File: config.mk
export PLATFORM = sky130hd
export DESIGN_NAME = rx_crc5_engine_flat
export DESIGN_NICKNAME = d
export VERILOG_FILES = /design/src/rtl/gp_hdr_ddr_pkg.sv /design/src/rtl/rx_crc5_engine_if.sv /design/src/rtl/rx_crc5_engine.sv /design/src/flat_wrapper.sv
export SDC_FILE = /design/constraint.sdc
export NUM_CORES = 1
export LEC_CHECK = 0
export BUFFER_PORTS_ARGS = -buffer_cell sky130_fd_sc_hd__buf_4
export CORE_MARGIN = 4
export CORE_UTILIZATION = 48
export CTS_CLUSTER_SIZE = 24
export DETAILED_ROUTE_END_ITERATION = 7
export PLACE_DENSITY = 0.82
export RECOVER_POWER = 50
export SYNTH_ARGS = -nofsm -noshare
export SYNTH_HDL_FRONTEND = slang
export SYNTH_SLANG_ARGS = --single-unit
File: constraint.sdc
create_clock -name i_sys_clk -period 1.48 [get_ports i_sys_clk]
set_input_delay 0.074 -clock i_sys_clk [delete_from_list [all_inputs] [get_ports i_sys_clk]]
set_output_delay 0.074 -clock i_sys_clk [all_outputs]
set_load 0.005 [all_outputs]
File: src/rtl/gp_hdr_ddr_pkg.sv
// Shared HDR-DDR definitions: byte width, CRC-5 polynomial/seed, FSM states
// and the single-bit CRC-5 step function that the TX CRC reuses.
package gp_hdr_ddr_pkg;

    localparam int         DDR_BYTE_W = 8;
    localparam int         CRC5_W     = 5;
    localparam logic [4:0] CRC5_POLY  = 5'h05;  // x^5+x^2+1, x^5 term implicit
    localparam logic [4:0] CRC5_SEED  = 5'h1F;

    typedef enum logic {
        IDLE  = 1'b0,
        SHIFT = 1'b1
    } crc_state_t;

    // One CRC-5 step for one serial bit (MSB-first ordering is the caller's job).
    function automatic logic [4:0] crc5_step(input logic [4:0] crc, input logic din);
        logic fb;
        fb = crc[4] ^ din;
        return {crc[3:0], 1'b0} ^ (fb ? CRC5_POLY : 5'h00);
    endfunction

endpackage

File: src/rtl/rx_crc5_engine_if.sv
// RX <-> CRC engine bus: seed pulse, byte strobe/data in, CRC result/status out.
interface rx_crc5_engine_if #(
    parameter int DATA_W = 8,
    parameter int CRC_W  = 5
) ();

    logic              i_ddrccc_crc_init;
    logic              i_rx_crc_en;
    logic              i_rx_byte_valid;
    logic [DATA_W-1:0] i_rx_byte;
    logic [CRC_W-1:0]  o_crc_value;
    logic              o_crc_valid;
    logic              o_crc_busy;
    logic              o_crc_overrun;

    // Driver side (RX / DDR CCC controller).
    modport master (
        output i_ddrccc_crc_init,
        output i_rx_crc_en,
        output i_rx_byte_valid,
        output i_rx_byte,
        input  o_crc_value,
        input  o_crc_valid,
        input  o_crc_busy,
        input  o_crc_overrun
    );

    // CRC engine side.
    modport slave (
        input  i_ddrccc_crc_init,
        input  i_rx_crc_en,
        input  i_rx_byte_valid,
        input  i_rx_byte,
        output o_crc_value,
        output o_crc_valid,
        output o_crc_busy,
        output o_crc_overrun
    );

endinterface

File: src/rtl/rx_crc5_engine.sv
// Receive-side CRC-5 engine: folds each accepted RX byte MSB first, one bit per
// clock, into a running CRC and publishes the result when the byte completes.
module rx_crc5_engine
    import gp_hdr_ddr_pkg::*;
#(
    parameter int         DATA_W = DDR_BYTE_W,
    parameter int         CRC_W  = CRC5_W,
    parameter logic [4:0] POLY   = CRC5_POLY,
    parameter logic [4:0] SEED   = CRC5_SEED
) (
    input  logic                 i_sys_clk,
    input  logic                 i_sys_rst,
    rx_crc5_engine_if.slave      bus
);

    localparam int CNT_W = (DATA_W > 1) ? $clog2(DATA_W) : 1;
    localparam logic [CNT_W-1:0] CNT_LAST = CNT_W'(DATA_W - 1);
    localparam logic [CRC_W-1:0] POLY_W   = CRC_W'(POLY);
    localparam logic [CRC_W-1:0] SEED_W   = CRC_W'(SEED);

    crc_state_t        state_reg, state_next;
    logic [DATA_W-1:0] shift_reg, shift_next;
    logic [CNT_W-1:0]  cnt_reg, cnt_next;
    logic [CRC_W-1:0]  crc_reg, crc_next;
    logic [CRC_W-1:0]  crc_value_reg, crc_value_next;
    logic              valid_reg, valid_next;
    logic              busy_reg, busy_next;
    logic              overrun_reg, overrun_next;

    logic              accept;
    logic [CRC_W-1:0]  crc_step;

    // Width-generic single-bit fold using the module's polynomial.
    function automatic logic [CRC_W-1:0] fold_bit(input logic [CRC_W-1:0] crc, input logic din);
        logic fb;
        fb = crc[CRC_W-1] ^ din;
        return {crc[CRC_W-2:0], 1'b0} ^ (fb ? POLY_W : '0);
    endfunction

    assign accept   = bus.i_rx_crc_en & bus.i_rx_byte_valid;
    assign crc_step = fold_bit(crc_reg, shift_reg[DATA_W-1]);

    // Next-state and next-output logic; init overrides everything, and a byte
    // strobed in the same cycle as init is accepted and folded from the seed.
    always_comb begin
        state_next     = state_reg;
        shift_next     = shift_reg;
        cnt_next       = cnt_reg;
        crc_next       = crc_reg;
        crc_value_next = crc_value_reg;
        valid_next     = valid_reg;
        busy_next      = busy_reg;
        overrun_next   = 1'b0;

        if (bus.i_ddrccc_crc_init) begin
            crc_next       = SEED_W;
            crc_value_next = SEED_W;
            if (accept) begin
                state_next = SHIFT;
                shift_next = bus.i_rx_byte;
                cnt_next   = CNT_LAST;
                valid_next = 1'b0;
                busy_next  = 1'b1;
            end else begin
                state_next = IDLE;
                cnt_next   = '0;
                valid_next = 1'b1;
                busy_next  = 1'b0;
            end
        end else begin
            case (state_reg)
                IDLE: begin
                    if (accept) begin
                        state_next = SHIFT;
                        shift_next = bus.i_rx_byte;
                        cnt_next   = CNT_LAST;
                        valid_next = 1'b0;
                        busy_next  = 1'b1;
                    end
                end
                SHIFT: begin
                    crc_next   = crc_step;
                    shift_next = {shift_reg[DATA_W-2:0], 1'b0};
                    // A strobe while folding cannot be queued: drop it and flag it.
                    overrun_next = accept;
                    if (cnt_reg == '0) begin
                        state_next     = IDLE;
                        crc_value_next = crc_step;
                        valid_next     = 1'b1;
                        busy_next      = 1'b0;
                    end else begin
                        cnt_next = cnt_reg - 1'b1;
                    end
                end
                default: begin
                    state_next = IDLE;
                end
            endcase
        end
    end

    // FSM, bit counter, shift register and working CRC.
    always_ff @(posedge i_sys_clk) begin
        if (i_sys_rst) begin
            state_reg <= IDLE;
            shift_reg <= '0;
            cnt_reg   <= '0;
            crc_reg   <= SEED_W;
        end else begin
            state_reg <= state_next;
            shift_reg <= shift_next;
            cnt_reg   <= cnt_next;
            crc_reg   <= crc_next;
        end
    end

    // Registered outputs; the published CRC only moves on completion, init or reset.
    always_ff @(posedge i_sys_clk) begin
        if (i_sys_rst) begin
            crc_value_reg <= SEED_W;
            valid_reg     <= 1'b1;
            busy_reg      <= 1'b0;
            overrun_reg   <= 1'b0;
        end else begin
            crc_value_reg <= crc_value_next;
            valid_reg     <= valid_next;
            busy_reg      <= busy_next;
            overrun_reg   <= overrun_next;
        end
    end

    assign bus.o_crc_value   = crc_value_reg;
    assign bus.o_crc_valid   = valid_reg;
    assign bus.o_crc_busy    = busy_reg;
    assign bus.o_crc_overrun = overrun_reg;

endmodule
File: src/flat_wrapper.sv
// flat-port wrapper written by rule: the top's interface ports become plain ports
module rx_crc5_engine_flat import gp_hdr_ddr_pkg::*;
#(
    parameter int         DATA_W = DDR_BYTE_W,
    parameter int         CRC_W  = CRC5_W,
    parameter logic [4:0] POLY   = CRC5_POLY,
    parameter logic [4:0] SEED   = CRC5_SEED
)
  (i_sys_clk, i_sys_rst, bus_i_ddrccc_crc_init, bus_i_rx_crc_en, bus_i_rx_byte_valid, bus_i_rx_byte, bus_o_crc_value, bus_o_crc_valid, bus_o_crc_busy, bus_o_crc_overrun);
  rx_crc5_engine_if #(.DATA_W(DATA_W), .CRC_W(CRC_W)) bus_i ();
  input  logic i_sys_clk;
  input  logic i_sys_rst;
  input wire logic [$bits(bus_i.i_ddrccc_crc_init)-1:0] bus_i_ddrccc_crc_init;
  input wire logic [$bits(bus_i.i_rx_crc_en)-1:0] bus_i_rx_crc_en;
  input wire logic [$bits(bus_i.i_rx_byte_valid)-1:0] bus_i_rx_byte_valid;
  input wire logic [$bits(bus_i.i_rx_byte)-1:0] bus_i_rx_byte;
  output wire logic [$bits(bus_i.o_crc_value)-1:0] bus_o_crc_value;
  output wire logic [$bits(bus_i.o_crc_valid)-1:0] bus_o_crc_valid;
  output wire logic [$bits(bus_i.o_crc_busy)-1:0] bus_o_crc_busy;
  output wire logic [$bits(bus_i.o_crc_overrun)-1:0] bus_o_crc_overrun;
  assign bus_i.i_ddrccc_crc_init = bus_i_ddrccc_crc_init;
  assign bus_i.i_rx_crc_en = bus_i_rx_crc_en;
  assign bus_i.i_rx_byte_valid = bus_i_rx_byte_valid;
  assign bus_i.i_rx_byte = bus_i_rx_byte;
  assign bus_o_crc_value = bus_i.o_crc_value;
  assign bus_o_crc_valid = bus_i.o_crc_valid;
  assign bus_o_crc_busy = bus_i.o_crc_busy;
  assign bus_o_crc_overrun = bus_i.o_crc_overrun;
  rx_crc5_engine #(.DATA_W(DATA_W), .CRC_W(CRC_W), .POLY(POLY), .SEED(SEED)) u_core (.i_sys_clk(i_sys_clk), .i_sys_rst(i_sys_rst), .bus(bus_i));
endmodule
==> results by stage, run 1 <==
Status:
- The run finished with clean final reports.

Timing:
- The final hold violation count is 0.
- Across the routed clock network, the largest skew measured is 0.00195 ns.
- The highest attainable clock frequency is 721 MHz.
- The hold slack is between 0.015 and 0.02 ns.
- Setup violations remaining at the end of the flow were counted as 0.
- Headroom to the max-slew limit came out at between 60% and 70%.
- At the pin with the least slew margin, the transition time is 0.529 ns.
- The final sum of negative setup slack is 0 ns.
- The share of the clock period used by the worst path after layout is a little over nine tenths.
- The least setup slack across all paths after layout is between 0.09 and 0.1 ns.
- For the finished layout, the period the worst path requires is 1.39 ns.
- The max-slew violation count was 0.
- Setup repair after global routing left no endpoint under its margin.

Power and ir drop:
- The maximum ir drop on the vdd rail is approximately 0.76 mV.
- In this run the power spent charging and discharging nets is 0.331 mW.
- The clock network burns 24.8% of the power.
- Summed over all cells, the static leakage comes to roughly 0.55 nW.
- Combinational logic burns 16.4% of the power.
- The net switching fraction of the power is 26.6%.
- In this run the power density over the cells is 941 nW/um^2.
- The sequential share of power is 58.8%.
- The internal power of the cells is between 0.9 and 1 mW.

GRT:
- The via count of the first global-routing pass is 958.
- The initial antenna violation count is 0.
- The aggregate global routing overflow is 0.
- Global routing consumed, over all layers together, roughly 16% of the routing resources.
- Entering global routing, the biggest net connects 17 pins.
- The first-pass GRT wire length is 3.96 mm.

Worst setup path:
- STA classifies the critical path endpoint as a flip-flop.
- The kind of launch point of the worst setup path is a flip-flop.
- The longest individual stage delay on the worst path is 0.37 ns.
- For the worst setup path, the data required time is 1.72 ns.
- Counting both buffers and inverters, the worst setup path holds a total of 1.
- At the worst endpoint, the arrival time is between 1.5 and 2 ns.
- The worst-case register-to-register setup slack is 0.09 ns.
- The critical path class is flip-flop to flip-flop.
- The endpoint of the worst register-to-register path is u_core.cnt_reg[0].
- The critical path goes through inv_1, ha_2, nor2b_1, a221o_1, a221oi_2.
- The kind of cell adding the most delay to the critical path is compound AO/OA/AOI/OAI gates.
- In this run the critical register-to-register path is launched from u_core.cnt_reg[0].
- For this design, the slowest cell found on the critical path is dfxtp_2.
- Counting cells, the worst reg-to-reg path comes to 5.
- The largest fanout on the critical path is 4.

Drt:
- The routed design has around 2.2 mm of wire.
- The detailed router finished its first iteration with 10 violations.
- The number of detailed-route iterations in the first pass is 4.
- For this run, design rule violations remaining after detail routing come to 0.
- Using the TritonRoute via totals, the vias-per-cell ratio works out to 5.37.
- The routed wirelength normalized by instance count is 12.3 um.
- The number of nets with antenna violations after detailed routing is 0.
- The final route contains 945 vias.

Die:
- The area enclosed by the die boundary is 3130 um^2.
- The placeable core region is 2190 um^2.
- The die span in x is between 50 and 60 um.
- 21 I/O pins were placed.
- The overall die height is 55.9 um.
- For this configuration, the core starts out at a cell density of 50.3%.
- The standard-cell row count is 17.

Logic synthesis:
- The flop and latch count out of synthesis is 25.
- The number of instances in the synthesized netlist is 125.
- Of the synthesized area, sequential elements account for 45.4%.
- The warning count from the yosys run is 0.
- Averaged over all synthesized cells, the footprint is between 8 and 9 um^2.
- By area the synthesized netlist is led by dfxtp_1 45%, nand2_1 7.2%, nand3_1 5.9%, a311oi_1 5.6%, mux2i_1 3.6%.
- The number of nets handed over by synthesis was 140.
- After synthesis, the largest area contributor takes up 45.4% of total cell area.
- In this run, distinct cell masters in the synthesized netlist total 33.
- Summing every instance area after synthesis gives approximately 1100 um^2.
- The cell type contributing the most total cell area after synthesis is dfxtp_1.

Cells and area:
- The post-layout net count is 164.
- The share of post-route cells with drive strength above 1 is 23.6%.
- The number of standard cells in the final layout excluding fillers is 176.
- For this run, the share of the core covered by cells in the final layout is approximately three fifths.
- The number of fill cells in the layout is 195.
- Compared with the post-synthesis result, the final layout area differs by 19.8%.
- The repair_antennas step left the layout with diodes totalling 0.
- The register with the most flip-flops in the layout has 8 of them.

Placed design:
- The global placement routability congestion is 0.720.
- The wire-length estimate of the detail-placed layout is around 1.6 mm.
- Input and output buffers added on the ports amount to 20.
- OpenSTA, run right after detailed placement, puts the worst setup slack at 0.0620 ns.
- The number of placed instances with taps included is between 150 and 200.

Clocking:
- The TritonCTS clock tree is done.
- The clock passes through at most 2 buffers.
- The number of setup buffers added after CTS is 0.
- The total number of clock tree sinks is 25.
- The number of H-tree branching levels is 1.
- The clock-pin transition on the worst setup and hold timing paths is 0.13 ns.
- The tree is rooted in a clkbuf_4.
- In this run, CTS created clock tree buffers numbering 3.
- Clock latency on the worst-skew pair, taken at its later pin, is between 0.3 and 0.4 ns.

Hold path:
- The worst hold path endpoint is u_core.shift_reg[5].
- The path type of the worst min-delay path is input pin to flip-flop.
- The origin of the worst min-delay path is bus_i_rx_byte[5].
- The number of cells on the worst hold path is 3.

Flow run:
- Max-cap violations in this run came to 0.
-- routing by layer --
layer,vias to the layer above,share of wire (%),wire (um),global-route usage [%]
met5,-,0,0,0
met4,0,2.2,47,8.81
met3,4,4.3,94,2.78
met2,21,49,1060,26.9
met1,437,45,967,18.4
li1,483,-,-,-
-- layout make-up --
type                       instances  area [um^2]  area share [%]
timing repair buffer              28          209            15.8
sequential                        25          502            38.0
multi-input combinational         88          536            40.6
inverter                           3         11.3           0.853
clock buffer                       3         22.5            1.71
clock inverter                     1         5.00           0.379
tap                               28         35.0            2.65
-- through the flow --
stage               total power, mW  cell area (um^2)
floorplan                     0.877              1100
global placement              0.939              1270
detailed placement            0.947              1270
CTS                            1.26              1310
global route                   1.32              1320
finish                         1.24              1320
-- synthesized netlist by cell type, drive strengths merged --
| cell type | n |
|---|---|
| buf | 7 |
| nand3 | 13 |
| a21oi | 2 |
| a211oi | 1 |
| nor3 | 2 |
| ha | 2 |
| or4 | 1 |
| nor2 | 10 |
| nand2 | 22 |
| a311oi | 7 |
| o21ba | 1 |
| o21ai | 3 |
| a31oi | 2 |
| a21o | 2 |
| xnor2 | 1 |
| or3 | 2 |
| a221o | 1 |
| nand3b | 2 |
| mux2i | 4 |
| nor2b | 2 |
| dfxtp | 25 |
| inv | 3 |
| a221oi | 1 |
| nand2b | 2 |
| o211ai | 2 |
| and3b | 1 |
| a211o | 1 |
| clkbuf | 2 |
| xor2 | 1 |
-- power by group through the flow --
| stage | Clock (mW) | Combinational [mW] | Sequential [mW] |
|---|---|---|---|
| after floorplan | 0 | 0.139 | 0.738 |
| after global placement | 0 | 0.196 | 0.743 |
| after detailed placement | 0 | 0.202 | 0.745 |
| after CTS | 0.320 | 0.205 | 0.731 |
| after global routing | 0.352 | 0.231 | 0.736 |
| final | 0.308 | 0.204 | 0.730 |
-- kinds of logic after synthesis --
| family | after synthesis | share of synthesized area [%] |
|---|---|---|
| AND/OR/NAND/NOR | 57 | 24.5 |
| adder cells (fa/ha/maj) | 2 | 2.27 |
| buffers and inverters | 12 | 6.24 |
| multiplexers | 4 | 3.63 |
| AO/OA/AOI/OAI | 23 | 16.3 |
| flip-flops | 25 | 45.4 |
| XOR/XNOR | 2 | 1.59 |
-- worst register-to-register path, delay by kind of cell, from the launching register on --
family	cells	cell delay, ns
DFF	1	0.37
AOI/OAI and AO/OA	2	0.52
and+or+nand+nor	1	0.16
adders and majority gates	1	0.20
buffers and inverters	1	0.06
-- worst max-delay path by stage --
stage          slack, ns               from                      to  depth (start not counted)
3_5_place_dp        0.06  u_core.cnt_reg[0]  u_core.bus.o_crc_valid                          5
6_report            0.09  u_core.cnt_reg[0]       u_core.cnt_reg[0]                          5
5_1_grt             0.01  u_core.cnt_reg[0]       u_core.cnt_reg[0]                          5
4_1_cts             0.03  u_core.cnt_reg[0]       u_core.cnt_reg[0]                          5
2_1_floorplan       0.11  u_core.cnt_reg[0]  u_core.bus.o_crc_valid                          5
3_3_place_gp        0.11  u_core.cnt_reg[0]  u_core.bus.o_crc_valid                          5
-- timing repair --
item	CTS	global route
hold endpoints to repair	2	1
gates resized for setup	0	2
setup endpoints to repair	0	3
hold buffers	1	1
-- cell usage in the layout (no fill, tap or decap), types with 2 or more instances in the layout --
cell type      Yosys  routed
o211ai_1           2       2
buf_4              1      17
o21ai_0            3       3
a31oi_1            2       2
nor3_1             2       2
dlygate4sd3_1      0       2
clkbuf_4           0      10
dfxtp_1           25      24
nor2b_1            2       2
mux2i_1            4       4
nand3_1           13      13
a311oi_1           7       7
a21oi_1            2       2
nand2_1           21      21
or3_1              2       2
nand2b_1           2       2
nor2_1            10      10
inv_1              3       3
a21o_1             2       2
Note: power is estimated with default switching activity, not from simulation.
==> inputs of run 2 (changes only) <==
- PLACE_DENSITY: 0.82 -> 0.73
==> run 2 against run 1 <==
  * Sequential power barely moved
  * Critical path type unchanged
  * Total power fell by 0.98%
  * Worst setup slack got worse by 0.015 ns
  * Routed wire length rose by 6.2%
  * First-iteration DRC count rose by 30%
  * Register-to-register slack barely moved
  * Critical path depth fell by 1
  * Non-clock buffer count fell by 1
  * Sequential share of layout area rose by 0.55 points
  * Via count rose by 1.4%
==> results by stage, run 2 (synthesis gave the netlist of run 1 again) <==
Die:
- The effective utilization at floorplan is 50.3% (unchanged).
- The overall die height is 55.9 um (unchanged).
- The number of primary I/O pins is 21 (unchanged).
- The placeable core region was 2190 um^2 (unchanged).
- The die span in x came to 55.9 um (unchanged).
- The standard-cell row count is 17 (unchanged).
- The area enclosed by the die boundary was 3130 um^2 (unchanged).

Worst setup path:
- The critical path class is flip-flop to flip-flop (unchanged).
- The worst setup path startpoint is u_core.state_reg (was u_core.cnt_reg[0]).
- The largest fanout on the critical path is 16 (was 4).
- The slowest stage cell on the critical path is dfxtp_1 (was dfxtp_2).
- The number of stages on the worst setup path came to 4 (was 5).
- The worst path required time is 1.68 ns (was 1.72 ns).
- The critical path endpoint category is a flip-flop (unchanged).
- Ordered list of cells on the worst path: nand2b_1, clkbuf_2, nand3_1, a31oi_1 (was inv_1, ha_2, nor2b_1, a221o_1, a221oi_2).
- The critical path data arrival time is 1.60 ns (was 1.63 ns).
- The kind of cell adding the most delay to the critical path is flip-flops (was compound AO/OA/AOI/OAI gates).
- The kind of launch point of the worst setup path is a flip-flop (unchanged).
- The endpoint of the worst register-to-register path was u_core.cnt_reg[2] (was u_core.cnt_reg[0]).
- The depth of the most critical reg-to-reg path is 4 (was 5).
- The longest individual stage delay on the worst path came to 0.56 ns (was 0.37 ns).
- The critical path buffer and inverter count came to 1 (unchanged).
- The worst-case register-to-register setup slack is 0.08 ns (was 0.09 ns).
- The termination of the worst setup path is u_core.cnt_reg[2] (was u_core.cnt_reg[0]).
- The source of the worst register-to-register timing path is u_core.state_reg (was u_core.cnt_reg[0]).

Cells and area:
- The number of flip-flops under the largest register name is 8 (unchanged).
- Most used cells in the layout excluding fill and tap cells: 24 x dfxtp_1, 21 x nand2_1, 16 x buf_4 (was 24 x dfxtp_1, 21 x nand2_1, 17 x buf_4).
- The area growth from synthesis to layout is 18.0% (was 19.8%).
- The fraction of the core area covered by cells at the end of the flow is 59.4% (was 60.3%).
- The number of antenna repair diodes is 0 (unchanged).
- The most common cell after layout, fill and taps aside was dfxtp_1 (unchanged).
- The share of post-route cells with drive strength above 1 was 23.1% (was 23.6%).
- The number of fill cells in the layout is 219 (was 195).
- The post-layout net count was 163 (was 164).
- The number of standard cells in the final layout excluding fillers is 175 (was 176).

Clocking:
- The number of H-tree branching levels was 1 (unchanged).
- The number of buffers created by CTS is 3 (unchanged).
- The total number of clock tree sinks is 25 (unchanged).
- The number of setup buffers added after CTS was 0 (unchanged).
- The maximum count of clock buffers along a single path is 2 (unchanged).
- The clock latency reported for the late side of the worst-skew pair is 0.31 ns (was 0.32 ns).
- The clock-pin transition on the worst setup and hold timing paths is 0.14 ns (was 0.13 ns).
- The TritonCTS clock tree was done (unchanged).
- The master cell of the clock root buffer is clkbuf_4 (unchanged).

Drt:
- The number of nets with antenna violations after detailed routing came to 0 (unchanged).
- The total number of vias is 958 (was 945).
- The final wirelength was 2.30 mm (was 2.17 mm).
- The starting DRC count in detailed routing is 13 (was 10).
- The number of detailed-route iterations in the first pass is 4 (unchanged).
- The number of remaining DRC errors is 0 (unchanged).
- The via density per instance was 5.47 (was 5.37).
- The routed wirelength normalized by instance count is 13.2 um (was 12.3 um).

Power and ir drop:
- The leakage power came to 0.544 nW (was 0.550 nW).
- The power density relative to cell area is 945 nW/um^2 (was 941 nW/um^2).
- The maximum ir drop on the vdd rail is 0.546 mV (was 0.756 mV).

Timing:
- The highest attainable clock frequency is 714 MHz (was 721 MHz).
- The transition time of the tightest slew-check pin is 0.355 ns (was 0.529 ns).
- The max-slew violation count came to 0 (unchanged).
- The largest clock skew in the final design came to 0.00583 ns (was 0.00195 ns).
- The share of the clock period used by the worst path after layout is 94.7% (was 93.7%).
- Setup repair after global routing missed its margin: no (unchanged).
- The shortest period the worst path allows was 1.40 ns (was 1.39 ns).
- The worst-case headroom to the max-slew limit is 76.3% (was 64.6%).
- The final sum of negative setup slack was 0 ns (unchanged).
- The final hold violation count is 0 (unchanged).
- The final number of setup-violating endpoints came to 0 (unchanged).

Hold path:
- The path type of the worst min-delay path is input pin to flip-flop (unchanged).

GRT:
- The via count of the first global-routing pass is 954 (was 958).
- The total global routing track utilization is 15.8% (was 15.7%).
- The maximum number of pins on one net before global-route repair came to 17 (unchanged).
- The aggregate global routing overflow came to 0 (unchanged).
- The initial antenna violation count is 0 (unchanged).
- The first-pass GRT wire length came to 4.02 mm (was 3.96 mm).

Placed design:
- The number of placed instances with taps included was 171 (was 170).
- The global placement routability congestion is 0.843 (was 0.720).
- The estimated wirelength of the detail-placed design is 1.69 mm (was 1.61 mm).
- The quantity of I/O buffers inserted on ports is 20 (unchanged).

Flow run:
- The max-capacitance violation count is 0 (unchanged).

Status:
- Outcome: completed (unchanged).
run 2: layer usage:
layer	wire length, um	global-route usage [%]	up-vias
li1	-	-	482
met4	21	5.76	0
met2	1210	28.5	14
met5	0	0	-
met1	996	18.2	458
met3	74	3.25	4
run 2: worst min path at each step:
stage | cells past startpoint | end | slack [ns] | startpoint
4_1_cts | 2 | u_core.cnt_reg[0] | 0.01 | bus_i_ddrccc_crc_init
3_5_place_dp | 2 | u_core.cnt_reg[0] | 0.36 | bus_i_ddrccc_crc_init
2_1_floorplan | 2 | u_core.shift_reg[1] | 0.24 | bus_i_rx_byte[1]
5_1_grt | 3 | u_core.shift_reg[1] | 0.007 | bus_i_rx_byte[1]
6_report | 2 | u_core.cnt_reg[0] | 0.02 | bus_i_ddrccc_crc_init
3_3_place_gp | 2 | u_core.cnt_reg[0] | 0.35 | bus_i_ddrccc_crc_init
run 2: area by class of cell:
cell class,instances,area [um^2],share of cell area [%]
clock inverters,1,5.00,0.385
repair buffers,27,193,14.8
clock buffers,3,22.5,1.73
flip-flops and latches,25,502,38.6
inverters,3,11.3,0.865
well taps,28,35.0,2.69
multi-input cells,88,533,41.0
run 2: report_power, final:
| part | internal (mW) | switching (mW) | total (mW) | leakage, nW |
|---|---|---|---|---|
| registers | 0.707 | 0.0230 | 0.730 | 0.205 |
| logic | 0.0973 | 0.104 | 0.202 | 0.321 |
| clock network | 0.101 | 0.197 | 0.298 | 0.0177 |
run 2: per-stage QoR:
stage	hold slack, ns	worst slack [ns]	total power, mW	cell area [um^2]
final	0.0172	0.0791	1.23	1300
after detailed placement	0.358	0.0687	0.951	1280
after global routing	0.00740	0.00470	1.30	1300
after floorplan	0.244	0.107	0.877	1100
after CTS	0.0141	0.0508	1.25	1310
after global placement	0.350	0.117	0.944	1280
run 2: repair_timing:
| item | 4_1_cts | 5_1_grt |
|---|---|---|
| gates resized for setup | 0 | 1 |
| setup endpoints to repair | 0 | 4 |
| hold buffers | 0 | 0 |
